[config.mk]
export PLATFORM = sky130hd
export DESIGN_NAME = secuenciador_instrucciones
export DESIGN_NICKNAME = d
export VERILOG_FILES = /design/src/rtl/secuenciador_instrucciones.sv
export SDC_FILE = /design/constraint.sdc
export NUM_CORES = 1
export LEC_CHECK = 0
export CORE_MARGIN = 5
export CORE_UTILIZATION = 33
export CTS_BUF_LIST = sky130_fd_sc_hd__clkbuf_8
export DETAILED_ROUTE_END_ITERATION = 12
export GPL_TIMING_DRIVEN = 0
export PLACE_DENSITY = 0.85
export SLEW_MARGIN = 10
export SYNTH_ARGS = -nofsm -noshare
export SYNTH_HDL_FRONTEND = slang
export SYNTH_SLANG_ARGS = --single-unit
[constraint.sdc]
create_clock -name Reloj -period 4.7 [get_ports Reloj]
set_input_delay 0.94 -clock Reloj [delete_from_list [all_inputs] [get_ports Reloj]]
set_output_delay 0.94 -clock Reloj [all_outputs]
set_load 0.01 [all_outputs]
[src/rtl/secuenciador_instrucciones.sv]
// rtl/secuenciador_instrucciones.sv - control sequencer for a 16-bit load/store CPU
//
// Purpose: walks each instruction through fetch, decode and the extra memory
// cycles that loads and stores need. It emits the next control-register value,
// the register-file, PC, AR and DR load/select strobes and the ALSU function.
// All outputs are combinational functions of the current state and the IR.
//
// Ports:
//   Reloj        in   system clock; state advances on the rising edge
//   Reiniciar    in   asynchronous active-low reset; while low every output is 0
//   Instruccion  in   IR: [15:12] opcode, [11:9] rd, [8:6] ra, [5:3] rb
//   Control      out  next CR value {oeM,oePCd,oeDR,oePCa,oeAR,WR}
//   LoadSelect   out  {SelectDR,LoadDR,SelectAR,LoadAR,SelectPC[1:0],LoadPC,
//                      LoadIR,LoadCR,WriteSelect,WriteEnable}
//   WriteAddress out  register-bank write address
//   ReadAddressA out  register-bank read port A address
//   ReadAddressB out  register-bank read port B address
//   Fun          out  ALSU function select
//   Estado       out  current state code
//   Detenido     out  high only while halted

module secuenciador_instrucciones #(
   parameter logic [3:0] FUN_PASA_A = 4'b1000
) (
   input  logic        Reloj,
   input  logic        Reiniciar,
   input  logic [15:0] Instruccion,
   output logic [5:0]  Control,
   output logic [10:0] LoadSelect,
   output logic [2:0]  WriteAddress,
   output logic [2:0]  ReadAddressA,
   output logic [2:0]  ReadAddressB,
   output logic [3:0]  Fun,
   output logic [2:0]  Estado,
   output logic        Detenido
);

   typedef enum logic [2:0] {
      BUSCA0  = 3'd0,
      BUSCA1  = 3'd1,
      DECOD   = 3'd2,
      CARGA1  = 3'd3,
      GUARDA1 = 3'd4,
      GUARDA2 = 3'd5,
      ALTO    = 3'd6
   } estado_t;

   // Control register bit masks
   localparam logic [5:0] C_OEM   = 6'b100000;
   localparam logic [5:0] C_OEDR  = 6'b001000;
   localparam logic [5:0] C_OEPCA = 6'b000100;
   localparam logic [5:0] C_OEAR  = 6'b000010;
   localparam logic [5:0] C_WR    = 6'b000001;

   estado_t state_q, state_d;

   logic [3:0] opcode;
   logic [2:0] rd, ra, rb;
   logic       unused_bits;

   logic [5:0] ctl;
   logic       sel_dr, ld_dr, sel_ar, ld_ar, ld_pc, ld_ir, ld_cr, wr_sel, wr_en;
   logic [1:0] sel_pc;
   logic [2:0] wa, xa, xb, est;
   logic [3:0] fn;
   logic       det;

   assign opcode      = Instruccion[15:12];
   assign rd          = Instruccion[11:9];
   assign ra          = Instruccion[8:6];
   assign rb          = Instruccion[5:3];
   assign unused_bits = ^Instruccion[2:0];

   always_ff @(posedge Reloj or negedge Reiniciar) begin
      if (!Reiniciar) begin
         state_q <= BUSCA0;
      end else begin
         state_q <= state_d;
      end
   end

   always_comb begin
      state_d = state_q;
      ctl     = '0;
      sel_dr  = 1'b0;
      ld_dr   = 1'b0;
      sel_ar  = 1'b0;
      ld_ar   = 1'b0;
      sel_pc  = 2'b00;
      ld_pc   = 1'b0;
      ld_ir   = 1'b0;
      ld_cr   = 1'b0;
      wr_sel  = 1'b0;
      wr_en   = 1'b0;
      wa      = '0;
      xa      = '0;
      xb      = '0;
      fn      = '0;
      est     = state_q;
      det     = 1'b0;

      case (state_q)
         BUSCA0: begin
            // PC onto the address bus and memory onto the data bus next cycle
            ctl     = C_OEPCA | C_OEM;
            ld_cr   = 1'b1;
            state_d = BUSCA1;
         end
         BUSCA1: begin
            // Instruction word is on the bus now; capture it and bump PC
            ld_ir   = 1'b1;
            sel_pc  = 2'b11;
            ld_pc   = 1'b1;
            ld_cr   = 1'b1;
            state_d = DECOD;
         end
         DECOD: begin
            state_d = BUSCA0;
            if (!opcode[3]) begin
               xa    = ra;
               xb    = rb;
               fn    = {1'b0, opcode[2:0]};
               wr_en = 1'b1;
               wa    = rd;
            end else begin
               case (opcode)
                  4'h8: begin
                     xa      = ra;
                     fn      = FUN_PASA_A;
                     sel_ar  = 1'b1;
                     ld_ar   = 1'b1;
                     ctl     = C_OEAR | C_OEM;
                     ld_cr   = 1'b1;
                     state_d = CARGA1;
                  end
                  4'h9: begin
                     xa      = ra;
                     fn      = FUN_PASA_A;
                     sel_ar  = 1'b1;
                     ld_ar   = 1'b1;
                     ctl     = C_OEAR;
                     ld_cr   = 1'b1;
                     state_d = GUARDA1;
                  end
                  4'hA: begin
                     xa     = ra;
                     fn     = FUN_PASA_A;
                     sel_pc = 2'b01;
                     ld_pc  = 1'b1;
                  end
                  4'hF: state_d = ALTO;
                  default: ;
               endcase
            end
         end
         CARGA1: begin
            // Memory data is on the bus; write it into rd
            wr_sel  = 1'b1;
            wr_en   = 1'b1;
            wa      = rd;
            ld_cr   = 1'b1;
            state_d = BUSCA0;
         end
         GUARDA1: begin
            // Route R[rb] through the ALSU into DR, then request the write
            xa      = rb;
            fn      = FUN_PASA_A;
            sel_dr  = 1'b1;
            ld_dr   = 1'b1;
            ctl     = C_OEAR | C_OEDR | C_WR;
            ld_cr   = 1'b1;
            state_d = GUARDA2;
         end
         GUARDA2: begin
            ld_cr   = 1'b1;
            state_d = BUSCA0;
         end
         ALTO: begin
            det     = 1'b1;
            state_d = ALTO;
         end
         default: state_d = BUSCA0;
      endcase

      // Reset must silence every strobe at once, not on the next edge
      if (!Reiniciar) begin
         ctl    = '0;
         sel_dr = 1'b0;
         ld_dr  = 1'b0;
         sel_ar = 1'b0;
         ld_ar  = 1'b0;
         sel_pc = 2'b00;
         ld_pc  = 1'b0;
         ld_ir  = 1'b0;
         ld_cr  = 1'b0;
         wr_sel = 1'b0;
         wr_en  = 1'b0;
         wa     = '0;
         xa     = '0;
         xb     = '0;
         fn     = '0;
         est    = '0;
         det    = 1'b0;
      end
   end

   assign Control      = ctl;
   assign LoadSelect   = {sel_dr, ld_dr, sel_ar, ld_ar, sel_pc, ld_pc, ld_ir, ld_cr, wr_sel, wr_en};
   assign WriteAddress = wa;
   assign ReadAddressA = xa;
   assign ReadAddressB = xb;
   assign Fun          = fn;
   assign Estado       = est;
   assign Detenido     = det;

endmodule

# == After elaboration in Yosys (flattened, before gate mapping) ==
# Index checks and enable logic that the tools add are counted.
# word_totals
regBits,3
latch_bits,0
mem_bits_rw,0
mem_bits_ro,0
inputBits,18
output_inout_bits,34
elab_cells,62
mem_count,0
# op_classes
addsub,0
n_mul,0
div_mod_pow,0
n_lt_le_gt_ge,0
n_eq_ne,10
n_shift,0
muxes,47
bitwise_logic,0
n_reduce_logical,4
# ops
operator,count
3-bit 2-to-1 mux,10
1-bit 2-to-1 mux,20
6-bit one-hot mux with 3 select lines,1
4-bit == test (second input constant),4
3-bit one-hot mux with 5 select lines,1
4-bit 2-to-1 mux,3
6-bit 2-to-1 mux,2
3-bit one-hot mux with 2 select lines,2
6-bit one-hot mux with 2 select lines,1
3-bit == test (second input constant),3
3-bit one-hot mux with 3 select lines,1
4-bit one-hot mux with 2 select lines,1
3-bit by 2-bit == test with 1-bit output (second input constant),2
1-bit one-hot mux with 2 select lines,3
5-bit OR reduction,1
2-bit one-hot mux with 2 select lines,1
3-bit by 1-bit == test with 1-bit output (second input constant),1
3-bit logical NOT,1
3-bit OR reduction,1
2-bit 2-to-1 mux,1
2-bit OR reduction,1

# == Logic depth before layout (Yosys ltp) ==
# Gate-level depths: netlist of run 1.
# logic_depth
depth_word,6
mapped_depth,5
ltp_nobuf,3

# == Least setup slack after synthesis of run 1 ==
# Ideal clock, no wire load.
# synth_path
path_kind,input port to output port
start,input port Instruccion[13]
end,output port LoadSelect[2]
arrival_ns,1.863
required_time_ns,3.760
path_slack_ns,1.897
path_stages,4
n_path_buf,2
path_cell_list,buf_6 > or3b_4 > a221oi_1 > buf_4
# synth_via
elab_chain_len,6
elab_cells_between_ends,7
classes_between,2 x eq/ne; 4 x mux; 1 x reduce/logical
# synth_rtl
element,line,rtl
"start, declared",27,"input logic [15:0] Instruccion,"
4-bit == test,126,case (opcode)
2-bit OR reduction (no source line) *,-,
1-bit 2-to-1 mux *,126,
1-bit 2-to-1 mux *,119,if (!opcode[3]) begin
1-bit one-hot mux with 2 select lines *,102,case (state_q)
1-bit 2-to-1 mux *,186,if (!Reiniciar) begin
"end, declared",29,"output logic [10:0] LoadSelect,"
# Every way passes the cells marked *; elsewhere a longest branch is shown, timed or not.

# == Worst setup path in the final report of run 1 ==
# layout_path
start,input port Reiniciar
end,output port ReadAddressA[1]
# layout_via
elab_chain_len,1
# layout_rtl
element,line,rtl
"start, declared",26,"input logic Reiniciar,"
3-bit 2-to-1 mux,186,
"end, declared",31,"output logic [2:0] ReadAddressA,"
# No other way between the ends.

==> qor.txt, run 1 <==
Outcome: complete, no violations
Worst setup SP type: input pin
Fin area: 1080 um2
Placed cell count: 137
Hold/Removal Path Class: flip-flop to flip-flop
R2r endpoint: state_q[1]
Die Ht: 50.8 um
Global route overflow: 0
Sequential element share of the synthesized area: 13.6%
Mapped Cells: 75
Final Util: 69.8%
Hold EP: state_q[0]
Mapped Area: 551 um2
Yosys warning count: 0
Core area: 1540 um2
Commonest non-fill, non-tap cells in the layout: clkdlybuf4s50_1, buf_4, and2_1
FF+latch count, synth: 3
Peak supply drop: 0.271 mV
Setup bufs post-CTS: 0
Number of vias per cell: 5.07
Top reg by flops: state_q
Final setup fails: 0
DRC: 0
Post-DP HPWL: 1470 um
Vias in the first global route: 648
Mapped Nets: 93
Dpl ws: 0.678 ns
Hold Buf Count CTS: 0
Area Growth Syn to Fin: 95.5%
Async SR Flop Fraction: 100%
Worst Tran Pin Value: 0.644 ns
Effective utilization at floorplan: 35.7%
Pwr Total: 0.356 mW
Worst Hold Depth: 2
Clk_lat worst skew: 0.22 ns
Drt initial violations: 16
Avg Synthesized Cell Area: 7.34 um2
Largest net degree at the start of global routing: 11
Largest registers: state_q x3
Max Fclk: 0.248 GHz
Share of layout cells above drive strength 1: 16.8%
Post-route setup slack: 0.674 ns
Global Route Usage Sum: 13.9%
First-pass GRT wire length: 2860 um
# Max-Cap Violations: 0
Commonest non-fill, non-tap cell in the layout: clkdlybuf4s50_1
Die area: 2590 um2
Library cells used by synthesis: 31
Via count: 715
Final ANT Viol Nets: 0
Clk sinks: 3
Period utilization: 85.7%
R2R Setup Slk: 3.37 ns
Setup crit end kind: primary output
Worst-path clk slew: 0.03 ns
Initial antenna violation count: 0
Max FO, Critical Path: 9
Final nets: 144
Post-CTS sizing: 0
WL final: 1830 um
Die Wd: 50.8 um
EDFF count, synth: 0
Hold_sp: state_q[0]
DP Area: 1030 um2
Headroom to the max-slew limit: 57.0%
Setup TNS: 0 ns
CP Data Required Time: 3.76 ns
CTS tree: done
H-Tree Depth: 1
Rows: 14
Root buf cell: clkbuf_8
Detailed Routing Iterations Pass 1: 4
Final std cells w/o fill: 141
Max-slew violation count: 0
Worst r2r src: state_q[1]
Crit Path Category: input pin to primary output
Max reg flops: 3
Leak pwr: 0.445 nW
RSZ-0062 raised after global routing: no
TritonCTS Buffers: 3
Path depth of the worst reg2reg path: 4
Main synth FF type: dfrtp_1
Hold_ws: 0.678 ns
Final Hold Fails: 0
# port buffers: 46
Worst EP arrival: 3.09 ns
Final worst path period need: 4.03 ns
Routed length per instance: 12.9 um
Clock Path Buffers: 2
Ant. Diodes: 0
Clock skew: 0.000596 ns
Power per cell area: 331 nW/um2
GPL Wtd Cong: 0.715
I/O Pins: 52
[routing by layer]
metal	vias up	share of wire (%)	GRT usage [%]
met4	0	1.9	5.11
met1	319	39	14.2
li1	347	-	-
met5	-	0	0
met2	45	44	24.8
met3	4	15	6.10
[where the power goes]
group / internal, mW / switching (mW) / leakage, nW
Combinational: 0.133 / 0.106 / 0.380
Sequential: 0.0359 / 0.00632 / 0.0385
Clock: 0.0558 / 0.0191 / 0.0269
[how the worst max path moves through the flow]
stage                                from               to  slack [ns]  cells after the start
after floorplan           Instruccion[13]    LoadSelect[2]        1.90                      4
after global placement          Reiniciar  ReadAddressA[1]        0.65                      5
after detailed placement        Reiniciar  ReadAddressA[2]        0.68                      5
after CTS                       Reiniciar  ReadAddressA[0]        0.67                      5
after global routing            Reiniciar  ReadAddressA[1]        0.55                      5
final                           Reiniciar  ReadAddressA[1]        0.67                      5
[cell type report]
type,instances,area [um2]
plain buffers,16,114
clock buffers,3,41.3
clock inverters,1,3.75
fillers,128,465
inverters,2,7.51
multi-input cells,54,354
flip-flops and latches,3,75.1
well taps,16,20.0
repair buffers,46,460
[logic make-up after synthesis]
kind of cell | Yosys count | synth area share, %
AO/OA/AOI/OAI | 12 | 16.1
XOR/XNOR | 1 | 1.59
buffers and inverters | 18 | 22.0
flip-flops | 3 | 13.6
other | 1 | 0.681
AND/OR/NAND/NOR | 40 | 45.9
[worst max-delay path, stage by stage]
cell and delay, ns:
clkdlybuf4s50_1 0.64, inv_1 0.15, nor4b_2 0.58, a22o_1 0.25, clkdlybuf4s50_1 0.54
[cells in the mapped netlist, drive strengths merged, types with 3 or more instances]
cell type | number | area share (%)
buf | 14 | 19
nor2 | 5 | 3.4
and2 | 11 | 13
a21oi | 3 | 2.7
nor3b | 3 | 4.1
dfrtp | 3 | 14
nor2b | 3 | 3.4
a22o | 3 | 4.8
nand2 | 4 | 2.7
(Power assumes the default switching activity.)
==> run 2: changes to the inputs <==
--- a/config.mk
+++ b/config.mk
@@ -7,7 +7,7 @@
 export LEC_CHECK = 0
 export CORE_MARGIN = 5
 export CORE_UTILIZATION = 33
-export CTS_BUF_LIST = sky130_fd_sc_hd__clkbuf_8
+export CTS_BUF_LIST = sky130_fd_sc_hd__clkbuf_4 sky130_fd_sc_hd__clkbuf_8
 export DETAILED_ROUTE_END_ITERATION = 12
 export GPL_TIMING_DRIVEN = 0
 export PLACE_DENSITY = 0.85
==> qor.txt, run 2 (same netlist as run 1, synthesis figures left out) <==
Outcome: complete, no violations
Hold_ws: 0.678 ns (+0.000357 ns)
Crit path max-delay cell type: clkdlybuf4s50_1
Worst r2r src: state_q[1]
Delay-heaviest family, CP: buffers and inverters
Die Wd: 50.8 um (unchanged)
Effective utilization at floorplan: 35.7% (unchanged)
Clock skew: 0.00251 ns (+0.00191 ns)
Fillers: 131 (+2.3%)
Core area: 1540 um2 (unchanged)
Max reg flops: 3 (unchanged)
RSZ-0062 raised after global routing: no
# Max-Cap Violations: 0 (unchanged)
Headroom to the max-slew limit: 58.6% (+1.6 points)
Setup crit end kind: primary output
Vias in the first global route: 637 (-1.7%)
Largest registers: state_q x3
Setup bufs post-CTS: 0 (unchanged)
Global route overflow: 0 (unchanged)
Worst path max stage delay: 0.63 ns (about the same)
Post-CTS sizing: 0 (unchanged)
Area Growth Syn to Fin: 92.7%
Final worst path period need: 4.00 ns (-0.0233 ns)
Buf/Inv on CP: 3 (unchanged)
CTS tree: done
Peak supply drop: 0.219 mV (-19%)
Crit Path Category: input pin to primary output
Crit-path cells: clkdlybuf4s50_1 -> inv_1 -> nor4b_2 -> a22o_1 -> clkdlybuf4s50_1
Final setup fails: 0 (unchanged)
DP Area: 1030 um2 (unchanged)
TritonCTS Buffers: 3 (unchanged)
Worst Hold Depth: 2 (unchanged)
CP most frequent cell: clkdlybuf4s50_1
Max FO, Critical Path: 9 (unchanged)
Fin area: 1060 um2 (-1.4%)
Detailed Routing Iterations Pass 1: 4 (unchanged)
Worst setup SP type: input pin
Max Fclk: 0.250 GHz (+0.58%)
Clk_lat worst skew: 0.24 ns (+0.02 ns)
Final std cells w/o fill: 141 (unchanged)
Final nets: 144 (unchanged)
Placed cell count: 137 (unchanged)
Max-slew violation count: 0 (unchanged)
Die Ht: 50.8 um (unchanged)
# port buffers: 46 (unchanged)
Global Route Usage Sum: 13.9% (-0.059 points)
Leak pwr: 0.437 nW (-1.9%)
Post-DP HPWL: 1470 um (unchanged)
Rows: 14 (unchanged)
Worst-path clk slew: 0.04 ns (about the same)
Period utilization: 85.2% (-0.50 points)
Hold_sp: state_q[0]
DRC: 0 (unchanged)
Area occupied by multi-input gates: 354 um2 (unchanged)
GPL Wtd Cong: 0.715 (unchanged)
First-pass GRT wire length: 2860 um (-0.24%)
Power per cell area: 315 nW/um2 (-5.0%)
R2r endpoint: state_q[1]
Clock Path Buffers: 2 (unchanged)
Routed length per instance: 12.7 um (-1.9%)
Initial antenna violation count: 0 (unchanged)
Drt initial violations: 16 (unchanged)
Final Util: 68.8% (-0.97 points)
Root buf cell: clkbuf_4
Number of vias per cell: 5.10 (+0.56%)
Via count: 719 (+0.56%)
Hold Buf Count CTS: 0 (unchanged)
Hold EP: state_q[0]
Largest net degree at the start of global routing: 11 (unchanged)
Share of layout cells above drive strength 1: 17.6% (+0.80 points)
FF+latch area: 75.1 um2 (unchanged)
Setup TNS: 0 ns (unchanged)
Top reg by flops: state_q
Worst Tran Pin Value: 0.620 ns (-0.0241 ns)
H-Tree Depth: 1 (unchanged)
Commonest non-fill, non-tap cell in the layout: clkdlybuf4s50_1
Final Hold Fails: 0 (unchanged)
Hold/Removal Path Class: flip-flop to flip-flop
Worst EP arrival: 3.06 ns (-0.03 ns)
Final ANT Viol Nets: 0 (unchanged)
Path depth of the worst reg2reg path: 4 (unchanged)
Pwr Total: 0.334 mW (-6.3%)
Ant. Diodes: 0 (unchanged)
Dpl ws: 0.678 ns (unchanged)
Commonest non-fill, non-tap cells in the layout: clkdlybuf4s50_1, buf_4, and2_1
R2R Setup Slk: 3.36 ns (about the same)
Post-route setup slack: 0.697 ns (+0.0233 ns)
I/O Pins: 52 (unchanged)
CP Data Required Time: 3.76 ns (about the same)
Clk sinks: 3 (unchanged)
WL final: 1790 um (-1.9%)
Die area: 2590 um2 (unchanged)
## run 2: changes by cell type in the layout (fill, tap and decap cells not counted)
| cell | before | now |
|---|---|---|
| clkbuf_4 | 0 | 4 |
| clkbuf_8 | 3 | 0 |
| inv_1 | 3 | 2 |
## run 2: how the worst max path moves through the flow
stage / start / endpoint / slack (ns) / cells past startpoint
final: Reiniciar / ReadAddressA[1] / 0.70 / 5
after global routing: Reiniciar / ReadAddressA[1] / 0.55 / 5
after CTS: Reiniciar / ReadAddressA[0] / 0.67 / 5
after detailed placement: Reiniciar / ReadAddressA[2] / 0.68 / 5
after global placement: Reiniciar / ReadAddressA[1] / 0.65 / 5
after floorplan: Instruccion[13] / LoadSelect[2] / 1.90 / 4
## run 2: cell type report
class | count | area share (%)
Tap cell | 16 | 1.89
Multi-Input combinational cell | 54 | 33.4
Buffer | 16 | 10.7
Timing Repair Buffer | 46 | 43.4
Clock buffer | 4 | 2.83
Inverter | 2 | 0.708
Sequential cell | 3 | 7.08
## run 2: worst reg2reg max path, cell delays in order, from the launching register on
cell and delay, ns:
dfrtp_1 0.34, clkbuf_1 0.35, nor2b_1 0.31, o211ai_1 0.13
o211ai_1 0.12
## run 2: power by group
group / internal, mW / total [mW] / leakage, nW / switching (mW)
sequential: 0.0359 / 0.0421 / 0.0385 / 0.00624
combinational: 0.133 / 0.239 / 0.380 / 0.106
clock: 0.0377 / 0.0526 / 0.0184 / 0.0149
total: 0.207 / 0.334 / 0.437 / 0.127
## run 2: routing by layer
metal / GRT usage, % / vias up / routed length [um]
met2: 25.2 / 56 / 796
li1: - / 347 / -
met5: 0 / - / 0
met1: 14.2 / 312 / 686
met4: 3.83 / 0 / 20
met3: 6.10 / 4 / 287
==> run 3: changes to the inputs <==
--- a/config.mk
+++ b/config.mk
@@ -5,12 +5,12 @@
 export SDC_FILE = /design/constraint.sdc
 export NUM_CORES = 1
 export LEC_CHECK = 0
-export CORE_MARGIN = 5
+export CORE_MARGIN = 2
 export CORE_UTILIZATION = 33
 export CTS_BUF_LIST = sky130_fd_sc_hd__clkbuf_4 sky130_fd_sc_hd__clkbuf_8
 export DETAILED_ROUTE_END_ITERATION = 12
 export GPL_TIMING_DRIVEN = 0
-export PLACE_DENSITY = 0.85
+export PLACE_DENSITY = 0.86
 export SLEW_MARGIN = 10
 export SYNTH_ARGS = -nofsm -noshare
 export SYNTH_HDL_FRONTEND = slang
==> qor.txt, run 3 (same netlist as run 1, synthesis figures left out) <==
Outcome: complete, no violations
Crit path capture: ReadAddressA[2]
First-pass GRT wire length: 2590 um (-9.4%)
Die Ht: 44.8 um (-12%)
CTS tree: done
Worst Tran Pin Value: 0.653 ns (+0.0332 ns)
# Max-Cap Violations: 0 (unchanged)
Clk_lat worst skew: 0.23 ns (about the same)
Area Growth Syn to Fin: 92.7% (unchanged)
Largest net degree at the start of global routing: 11 (unchanged)
GPL Wtd Cong: 0.749 (+4.8%)
Setup TNS: 0 ns (unchanged)
Ant. Diodes: 0 (unchanged)
Hold Buf Count CTS: 0 (unchanged)
Max-slew violation count: 0 (unchanged)
Busiest grt layer: met2
Path depth of the worst reg2reg path: 4 (unchanged)
Clock Path Buffers: 2 (unchanged)
Worst r2r src: state_q[1]
Top reg by flops: state_q
Effective utilization at floorplan: 35.7% (unchanged)
Dpl ws: 0.658 ns (-0.0202 ns)
Internal power: 0.207 mW (about the same)
Headroom to the max-slew limit: 56.4% (-2.2 points)
Final ANT Viol Nets: 0 (unchanged)
R2r endpoint: state_q[1]
Commonest non-fill, non-tap cell in the layout: clkdlybuf4s50_1
Global route overflow: 0 (unchanged)
Worst-path clk slew: 0.04 ns (about the same)
Leak pwr: 0.437 nW (unchanged)
Core area: 1540 um2 (unchanged)
Setup bufs post-CTS: 0 (unchanged)
Max Fclk: 0.247 GHz (-0.98%)
Crit path from: Reiniciar
# port buffers: 46 (unchanged)
Hold/Removal Path Class: flip-flop to flip-flop
Sw frac: 37.6% (-0.44 points)
Clk sinks: 3 (unchanged)
Number of vias per cell: 5.02 (-1.5%)
Routed length per instance: 11.5 um (-9.2%)
DRC: 0 (unchanged)
Detailed Routing Iterations Pass 1: 4 (unchanged)
Worst EP arrival: 3.10 ns (+0.04 ns)
Clock skew: 0.00322 ns (+0.000714 ns)
Grt met3 use: 6.40% (+0.30 points)
Placed cell count: 137 (unchanged)
Commonest non-fill, non-tap cells in the layout: clkdlybuf4s50_1, buf_4, and2_1
Post-route setup slack: 0.657 ns (-0.0398 ns)
Final setup fails: 0 (unchanged)
I/O Pins: 52 (unchanged)
Final Hold Fails: 0 (unchanged)
Period utilization: 86.0% (+0.85 points)
Global Route Usage Sum: 17.1% (+3.2 points)
Power per cell area: 312 nW/um2 (-0.76%)
Max reg flops: 3 (unchanged)
Post-CTS sizing: 0 (unchanged)
Hold_ws: 0.683 ns (+0.00518 ns)
Largest registers: state_q x3
Worst setup SP type: input pin
Global routing met1 resource utilization: 20.5% (+6.3 points)
Drt initial violations: 7 (-9)
Fin area: 1060 um2 (unchanged)
Die Wd: 44.8 um (-12%)
Die area: 2010 um2 (-22%)
Clock share of power: 15.2% (-0.6 points)
Share of layout cells above drive strength 1: 17.6% (unchanged)
Rows: 14 (unchanged)
Via count: 708 (-1.5%)
Sequential Power Share: 12.7% (about the same)
WL final: 1630 um (-9.2%)
Final nets: 144 (unchanged)
Final worst path period need: 4.04 ns (+0.0398 ns)
Post-DP HPWL: 1300 um (-11%)
RSZ-0062 raised after global routing: no
Max FO, Critical Path: 9 (unchanged)
CP Data Required Time: 3.76 ns (about the same)
Logic pwr share: 72.2% (+0.6 points)
Initial antenna violation count: 0 (unchanged)
NetSw: 0.125 mW (-1.9%)
DP Area: 1030 um2 (unchanged)
R2R Setup Slk: 3.39 ns (+0.03 ns)
Vias in the first global route: 623 (-2.2%)
H-Tree Depth: 1 (unchanged)
TritonCTS Buffers: 3 (unchanged)
Met2 usage: 27.8% (+2.6 points)
Peak supply drop: 0.207 mV (-5.5%)
Root buf cell: clkbuf_4
Final std cells w/o fill: 141 (unchanged)
Crit Path Category: input pin to primary output
Fillers: 138 (+5.3%)
Setup crit end kind: primary output
==> run 3: cell counts in the layout (fill, tap and decap cells not counted) <==
No cell type changed its count.
==> run 3: cell type report <==
cell class,instances,area [um2],area share (%)
repair buffers,46,460,43.4
multi-input cells,54,354,33.4
plain buffers,16,114,10.7
flip-flops and latches,3,75.1,7.08
clock buffers,4,30.0,2.83
well taps,16,20.0,1.89
inverters,2,7.51,0.708
==> run 3: worst min path at each step <==
stage,from,slack (ns),cells after the start,end
final,state_q[0],0.68,2,state_q[2]
after CTS,state_q[0],0.69,2,state_q[0]
after floorplan,state_q[0],0.61,2,state_q[0]
after global placement,state_q[0],0.65,2,state_q[0]
after global routing,state_q[0],0.72,2,state_q[0]
after detailed placement,state_q[0],0.68,2,state_q[0]
==> run 3: metal layers <==
layer,share of wire (%),vias up
li1,-,349
met1,39,312
met2,47,47
met3,13,0
met4,0,0
met5,0,-
==> run 3: power groups by stage <==
stage	clock [mW]	combinational, mW	sequential [mW]
after CTS	0.0508	0.240	0.0422
after detailed placement	0	0.238	0.0425
after floorplan	0	0.129	0.0411
final	0.0503	0.239	0.0420
after global placement	0	0.234	0.0417
after global routing	0.0520	0.257	0.0440
==> run 3: critical path, stage by stage <==
cell,delay [ns]
clkdlybuf4s50_1,0.64
inv_1,0.15
nor4b_2,0.59
a22o_1,0.25
clkdlybuf4s50_1,0.54
==> run 3: metrics by stage <==
stage | util (%) | power, mW
floorplan | - | 0.170
global placement | 66.9 | 0.276
detailed placement | 66.9 | 0.281
CTS | 68.8 | 0.333
global route | 68.8 | 0.353
finish | 68.8 | 0.331
